===== src/rtl/ring_counter_param_if.sv =====
// ----------------------------------------------------------------------------
// ring_counter_param_if
// Bundles the control inputs and status outputs of ring_counter_param.
//   master : drives en, dir, load, load_pos; observes dout, pos, wrap, err
//   slave  : the counter itself
// Parameters mirror the counter (WIDTH, JOHNSON) so that the position
// field width PW is derived identically on both sides.
// ----------------------------------------------------------------------------
interface ring_counter_param_if #(
  parameter int WIDTH   = 4,
  parameter int JOHNSON = 0
);
  localparam int PERIOD = (JOHNSON != 0) ? 2 * WIDTH : WIDTH;
  localparam int PW     = (PERIOD > 2) ? $clog2(PERIOD) : 1;

  logic             en;
  logic             dir;
  logic             load;
  logic [PW-1:0]    load_pos;
  logic [WIDTH-1:0] dout;
  logic [PW-1:0]    pos;
  logic             wrap;
  logic             err;

  modport master (
    output en, dir, load, load_pos,
    input  dout, pos, wrap, err
  );

  modport slave (
    input  en, dir, load, load_pos,
    output dout, pos, wrap, err
  );
endinterface


===== src/rtl/ring_counter_param.sv =====
// ----------------------------------------------------------------------------
// ring_counter_param
// Parametrised one-hot ring / Johnson (twisted-ring) sequencer with enable,
// bidirectional stepping, synchronous position load, a position index and a
// registered wrap pulse. Intended as a phase/slot sequencer.
//
// Ports:
//   clk    : clock, rising edge
//   reset  : asynchronous, active-high reset
//   bus    : ring_counter_param_if.slave
//            en, dir (0 up / 1 down), load, load_pos  -> inputs
//            dout, pos, wrap, err                     -> registered outputs
//
// Parameters:
//   WIDTH   : output bits, 2..32
//   JOHNSON : 0 = one-hot ring (period WIDTH), 1 = Johnson (period 2*WIDTH)
//
// Optional feature macro: RING_COUNTER_PARAM_SELF_CORRECT_EN
//   When defined, dout is checked against the pattern implied by pos every
//   cycle; a mismatch restores dout from pos, pulses err and ignores en/load
//   for that cycle. When undefined, no checker exists and err is tied 0.
// ----------------------------------------------------------------------------
module ring_counter_param #(
  parameter int WIDTH   = 4,
  parameter int JOHNSON = 0
) (
  input  logic                clk,
  input  logic                reset,
  ring_counter_param_if.slave bus
);

  localparam int               PERIOD  = (JOHNSON != 0) ? 2 * WIDTH : WIDTH;
  localparam int               PW      = (PERIOD > 2) ? $clog2(PERIOD) : 1;
  localparam logic [PW-1:0]    POS_MAX = PW'(PERIOD - 1);
  localparam logic [PW:0]      POS_LIM = (PW + 1)'(PERIOD);
  localparam logic             FB_INV  = (JOHNSON != 0);
  localparam logic [WIDTH-1:0] RST_PAT = (JOHNSON != 0) ? '0 : WIDTH'(1);

  // Pattern implied by a position index; pos is the authoritative state.
  function automatic logic [WIDTH-1:0] f_pattern(input logic [PW-1:0] p);
    logic [WIDTH-1:0] v;
    int               pi;
    v  = '0;
    pi = 0;
    pi[PW-1:0] = p;
    for (int i = 0; i < WIDTH; i++) begin
      if (JOHNSON == 0)    v[i] = (pi == i);
      else if (pi <= WIDTH) v[i] = (i < pi);
      else                  v[i] = (i >= pi - WIDTH);
    end
    return v;
  endfunction

  logic [WIDTH-1:0] r_dout;
  logic [PW-1:0]    r_pos;
  logic             r_wrap;

  logic [WIDTH-1:0] w_dout_nxt;
  logic [PW-1:0]    w_pos_nxt;
  logic             w_wrap_nxt;
  logic             w_load_ok;
  logic             w_fix;

  assign w_load_ok = ({1'b0, bus.load_pos} < POS_LIM);

`ifdef RING_COUNTER_PARAM_SELF_CORRECT_EN
  logic r_err;

  assign w_fix = (r_dout != f_pattern(r_pos));

  always_ff @(posedge clk or posedge reset) begin
    if (reset) r_err <= 1'b0;
    else       r_err <= w_fix;
  end

  assign bus.err = r_err;
`else
  assign w_fix   = 1'b0;
  assign bus.err = 1'b0;
`endif

  // Next state: repair, then load (an out-of-range load still blocks en),
  // then step, then hold. The feedback bit is inverted only for Johnson.
  always_comb begin
    w_dout_nxt = r_dout;
    w_pos_nxt  = r_pos;
    w_wrap_nxt = 1'b0;
    if (w_fix) begin
      w_dout_nxt = f_pattern(r_pos);
    end else if (bus.load) begin
      if (w_load_ok) begin
        w_dout_nxt = f_pattern(bus.load_pos);
        w_pos_nxt  = bus.load_pos;
      end
    end else if (bus.en) begin
      if (!bus.dir) begin
        w_dout_nxt = {r_dout[WIDTH-2:0], r_dout[WIDTH-1] ^ FB_INV};
        w_pos_nxt  = (r_pos == POS_MAX) ? '0 : r_pos + 1'b1;
        w_wrap_nxt = (r_pos == POS_MAX);
      end else begin
        w_dout_nxt = {r_dout[0] ^ FB_INV, r_dout[WIDTH-1:1]};
        w_pos_nxt  = (r_pos == '0) ? POS_MAX : r_pos - 1'b1;
        w_wrap_nxt = (r_pos == '0);
      end
    end
  end

  // State register
  always_ff @(posedge clk or posedge reset) begin
    if (reset) begin
      r_dout <= RST_PAT;
      r_pos  <= '0;
      r_wrap <= 1'b0;
    end else begin
      r_dout <= w_dout_nxt;
      r_pos  <= w_pos_nxt;
      r_wrap <= w_wrap_nxt;
    end
  end

  assign bus.dout = r_dout;
  assign bus.pos  = r_pos;
  assign bus.wrap = r_wrap;

endmodule


===== src/flat_wrapper.sv =====
// flat-port wrapper written by rule: the top's interface ports become plain ports
module ring_counter_param_flat 
#(
  parameter int WIDTH   = 4,
  parameter int JOHNSON = 0
)
  (clk, reset, bus_en, bus_dir, bus_load, bus_load_pos, bus_dout, bus_pos, bus_wrap, bus_err);
  ring_counter_param_if #(.WIDTH(WIDTH), .JOHNSON(JOHNSON)) bus_i ();
  input  logic clk;
  input  logic reset;
  input wire logic [$bits(bus_i.en)-1:0] bus_en;
  input wire logic [$bits(bus_i.dir)-1:0] bus_dir;
  input wire logic [$bits(bus_i.load)-1:0] bus_load;
  input wire logic [$bits(bus_i.load_pos)-1:0] bus_load_pos;
  output wire logic [$bits(bus_i.dout)-1:0] bus_dout;
  output wire logic [$bits(bus_i.pos)-1:0] bus_pos;
  output wire logic [$bits(bus_i.wrap)-1:0] bus_wrap;
  output wire logic [$bits(bus_i.err)-1:0] bus_err;
  assign bus_i.en = bus_en;
  assign bus_i.dir = bus_dir;
  assign bus_i.load = bus_load;
  assign bus_i.load_pos = bus_load_pos;
  assign bus_dout = bus_i.dout;
  assign bus_pos = bus_i.pos;
  assign bus_wrap = bus_i.wrap;
  assign bus_err = bus_i.err;
  ring_counter_param #(.WIDTH(WIDTH), .JOHNSON(JOHNSON)) u_core (.clk(clk), .reset(reset), .bus(bus_i));
endmodule

===== config.mk =====
export PLATFORM = sky130hd
export DESIGN_NAME = ring_counter_param_flat
export DESIGN_NICKNAME = d
export VERILOG_FILES = /design/src/rtl/ring_counter_param_if.sv /design/src/rtl/ring_counter_param.sv /design/src/flat_wrapper.sv
export SDC_FILE = /design/constraint.sdc
export NUM_CORES = 1
export LEC_CHECK = 0
export CAP_MARGIN = 10
export CORE_AREA = 8 8 45 47
export CTS_BUF_LIST = sky130_fd_sc_hd__clkbuf_4 sky130_fd_sc_hd__clkbuf_8 sky130_fd_sc_hd__clkbuf_16
export DETAILED_ROUTE_END_ITERATION = 8
export DIE_AREA = 0 0 53 55
export SETUP_SLACK_MARGIN = 0.05
export SLEW_MARGIN = 20
export SYNTH_ARGS = -nofsm -noshare
export SYNTH_HDL_FRONTEND = slang
export SYNTH_SLANG_ARGS = --single-unit

===== constraint.sdc =====
create_clock -name clk -period 1.2 [get_ports clk]
set_input_delay 0.24 -clock clk [delete_from_list [all_inputs] [get_ports clk]]
set_output_delay 0.24 -clock clk [all_outputs]
set_load 0.01 [all_outputs]

### Word level (Yosys, flattened, before mapping)

Cells that the tools add are included.

| storage, ports and cells | value |
|---|---|
| bits in registers | 7 |
| input bits | 7 |
| output and inout port bits | 8 |
| word-level logic and storage cells | 23 |

| cells by class | value |
|---|---|
| add/sub/neg operators | 2 |
| equality and inequality tests | 4 |
| muxes and demuxes | 11 |
| reductions and logical operators | 3 |

Operators with widths:

| cell | number |
|---|---|
| two-way mux 4 bit | 3 |
| two-way mux 2 bit | 5 |
| equality test 2 bit (second input constant) | 3 |
| zero test 2 bit | 2 |
| two-way mux 1 bit | 3 |
| adder 2 x 1 -> 2 bit (second input constant) | 1 |
| equality test 2 x 1 -> 1 bit (second input constant) | 1 |
| nonzero test 2 bit | 1 |
| subtractor 2 x 1 -> 2 bit (second input constant) | 1 |

### Depth between registers and ports, before layout

| depth | value |
|---|---|
| depth after elaboration | 5 |
| gate-level depth with buffers | 5 |

### Least setup slack after synthesis

OpenSTA, ideal clock, no wires.

| path | value |
|---|---|
| path kind | reg-to-reg |
| start | register u_core.r_pos[0], in the netlist u_core.bus.pos[0] |
| end | register u_core.r_pos[1], in the netlist u_core.bus.pos[1] |
| library setup time | 0.074 ns |
| arrival time | 1.232 ns |
| setup slack | -0.106 ns |
| stages on the path, launching flop included | 6 |
| cell sequence | dfrtp_1 -> inv_1 -> ha_1 -> xnor2_1 -> a211o_1 -> o21ai_2 |

| between the ends | value |
|---|---|
| word-level cells in the longest chain between the ends | 5 |
| elaborated cells on any way between the ends | 9 |
| classes of those cells | add/sub (2); eq/ne (1); mux (5); reduce/logical (1) |

Ends and longest elaborated chain:

| element | line | text |
|---|---|---|
| start, declared | ring_counter_param.sv:55 | `logic [PW-1:0] r_pos;` |
| start signal, assigned | ring_counter_param.sv:116 | `r_pos <= w_pos_nxt;` |
| adder 2 x 1 -> 2 bit (tied with other cells) | ring_counter_param.sv:98 | `w_pos_nxt = (r_pos == POS_MAX) ? '0 : r_pos + 1'b1;` |
| two-way mux 2 bit (on tied branches) | ring_counter_param.sv:98, ring_counter_param.sv:102 |  |
| two-way mux 2 bit (*) | ring_counter_param.sv:96 | `if (!bus.dir) begin` |
| two-way mux 2 bit (*) | ring_counter_param.sv:95 | `end else if (bus.en) begin` |
| two-way mux 2 bit (*) | ring_counter_param.sv:90 | `end else if (bus.load) begin` |

Every way passes the cells marked *; elsewhere a longest branch is shown, timed or not. The select of a mux whose other input is x is not followed.
A chain may end at the register's enable or synchronous reset.

### Final worst setup path

Same ends and word-level chain as after synthesis.

==> metrics.txt <==
diode count 0; most frequent cells in the layout 6 x buf_4, 5 x nor2_1, 5 x a211o_1, 5 x clkdlybuf4s50_1, 5 x dfrtp_1; CP required 1.38 ns; vias in the first global route 384; GP Congestion 0.731; Fillers 136; All-Layer GR Usage 8.74%; clock sink total 7; Layout area overhead 45.0%; crit path capture type flip-flop; Worst-Skew Late Latency 0.25 ns; DR top layer met4; CTS Hold Bufs 0; Buffers on Ports 13; # IOs 15; run status finished, violations left; commonest non-fill, non-tap cell in the layout buf_4; PD cells 1130 nW/um^2; worst path arrival time 1.41 ns; hold_ws 0.230 ns; unrepaired setup endpoints after global routing true; Num CTS Buffers 3; Chip Width 53 um; kind of critical path flip-flop to flip-flop; core box area 1380 sq um; initial antenna violation count 0; Critical Path, Cell by Cell inv_2 > ha_4 > xnor2_1 > a211o_1 > o21ai_2; first-pass GRT wire length 1770 um; CTS tree built; Mapped Avg Cell Area 9.58 sq um; drt via density 4.70; Max IR drop VDD 0.412 mV; Setup Viol. Count Final 3; Synthesized Nets 56; Netlist cell types 22; max-cap violations 0; Tcrit/Tclk final 102%; area of the multi-input gates 248 sq um; routed length on met1 463 um; min cycle time layout 1.23 ns; DIE HEIGHT 55 um; Worst-path clk slew 0.05 ns; H-tree depth 1; Max Clk Rate 0.814 GHz; largest net degree at the start of global routing 14; Avg WL per Cell 12.4 um; met3 WL post-DR 59 um; vias 385; Clock Skew 0.000245 ns; Post-Place Worst Slack -0.293 ns; final WL 1020 um; Nets 76; Syn Inst Count 47; CTS root buf clkbuf_4; #FFs+latches synth 7; synth warn 0; cell count after placement 78; Layout Cells excl Fill 82; Slowest cell on crit path dfrtp_2; final-report hold violation count 0; register area share after synthesis 39.2%; Slowest Stage Delay on Critical Path 0.44 ns; DRT iter0 DRCs 3; num rows 14; Final ANT Viol Nets 0; fin worst setup slack -0.0287 ns; die footprint 2920 sq um; failing checks negative setup slack; Setup Fix Bufs, Post-CTS 0; Slew Viols, Final 0; CTS Buffer Depth 2; design area 653 sq um; Initial Util 32.5%; layout cell share with drive strength beyond 1 34.8%; Storage cell area 178 sq um; Tot Pwr 738 uW; DRT Pass-1 Iters 2; CP startpoint kind flip-flop; routed wl met2 473 um; mapped cell area 450 sq um; DP Area 614 sq um; DRC Markers 0; static leakage 0.000325 uW; Max FO, Critical Path 5; Min-Delay Path Class input port to async pin; HPWL Detailed 800 um; grt ovf 0
==> timing repair <==
action / 4_1_cts / 5_1_grt
setup endpoints to repair: 13 / 10
pin swaps: 4 / 6
resized for setup: 22 / 6
gates cloned: 0 / 0
==> state kept, by name, indices dropped and copies added (netlist names) <==
| register | cells |
|---|---|
| u_core.bus.dout | 4 |
| u_core.bus.pos | 2 |
| u_core.bus.wrap | 1 |
==> power breakdown <==
group | leakage [uW] | switching [uW] | internal, uW
combinational | 0.000222 | 100 | 120
clock | 0.0000184 | 84.7 | 149
sequential | 0.0000842 | 20.9 | 263
total | 0.000325 | 206 | 532
==> worst paths after layout <==
check / startpoint / endpoint / slack, ns / cells after the start
max: u_core.bus.pos[0] / u_core.bus.pos[1] / -0.03 / 5
min: reset / u_core.bus.pos[1] / 0.23 / 2
max reg2reg: u_core.bus.pos[0] / u_core.bus.pos[1] / -0.03 / 5
min reg2reg: u_core.bus.pos[0] / u_core.bus.pos[0] / 0.62 / 1
max in group asynchronous: reset / u_core.bus.dout[0] / 0.70 / 2
min in group clk: bus_load_pos[1] / u_core.bus.dout[0] / 0.57 / 2
==> synth_stat cells, drive strengths merged <==
| cell | instances | share of area, % |
|---|---|---|
| a211o | 5 | 9.7 |
| and2 | 1 | 1.4 |
| buf | 3 | 5.8 |
| clkbuf | 1 | 1.1 |
| conb | 1 | 0.83 |
| dfrtp | 6 | 33 |
| dfstp | 1 | 5.8 |
| ha | 2 | 5.6 |
| inv | 5 | 4.2 |
| mux2i | 4 | 8.9 |
| nand2 | 2 | 1.7 |
| nand2b | 1 | 1.4 |
| nor2 | 5 | 4.2 |
| nor2b | 1 | 1.4 |
| o2111ai | 1 | 1.9 |
| o211a | 1 | 2.2 |
| o21ai | 5 | 6.4 |
| o311a | 1 | 2.2 |
| xnor2 | 1 | 1.9 |
==> critical path, delay by kind of cell (launching register included) <==
kind            cells  cell delay, ns
compound gates      2            0.34
flops               1            0.44
fa+ha+maj           1            0.19
xor+xnor            1            0.11
buf+inv             1            0.08
==> per-stage QoR <==
step | TNS, ns | utilization (%)
floorplan | -0.0514 | -
global placement | -1.93 | 44.4
detailed placement | -1.96 | 44.4
CTS | -0.183 | 47.7
global route | -0.199 | 47.2
finish | -0.0604 | 47.2
==> cell type report <==
type	count	share of cell area (%)
well taps	16	3.07
inverters	5	2.87
clock buffers	4	4.60
flip-flops and latches	7	27.2
repair buffers	19	24.3
multi-input cells	31	37.9
==> metal layers <==
layer / vias up / global-route usage (%)
met2: 8 / 12.1
met3: 2 / 2.41
met5: - / 0
met4: 0 / 10.3
li1: 197 / -
met1: 178 / 9.88
==> cell families (layout without fill, tap and decap cells) <==
group	after synthesis	after routing	synth area share, %
other	1	1	0.833
flip-flops	7	7	39.2
multiplexers	4	4	8.89
adder cells (fa/ha/maj)	2	2	5.55
AND/OR/NAND/NOR	10	10	10.0
buffers and inverters	9	28	11.1
AO/OA/AOI/OAI	13	13	22.5
XOR/XNOR	1	1	1.94
No activity file was read; power rests on OpenSTA's default activity.
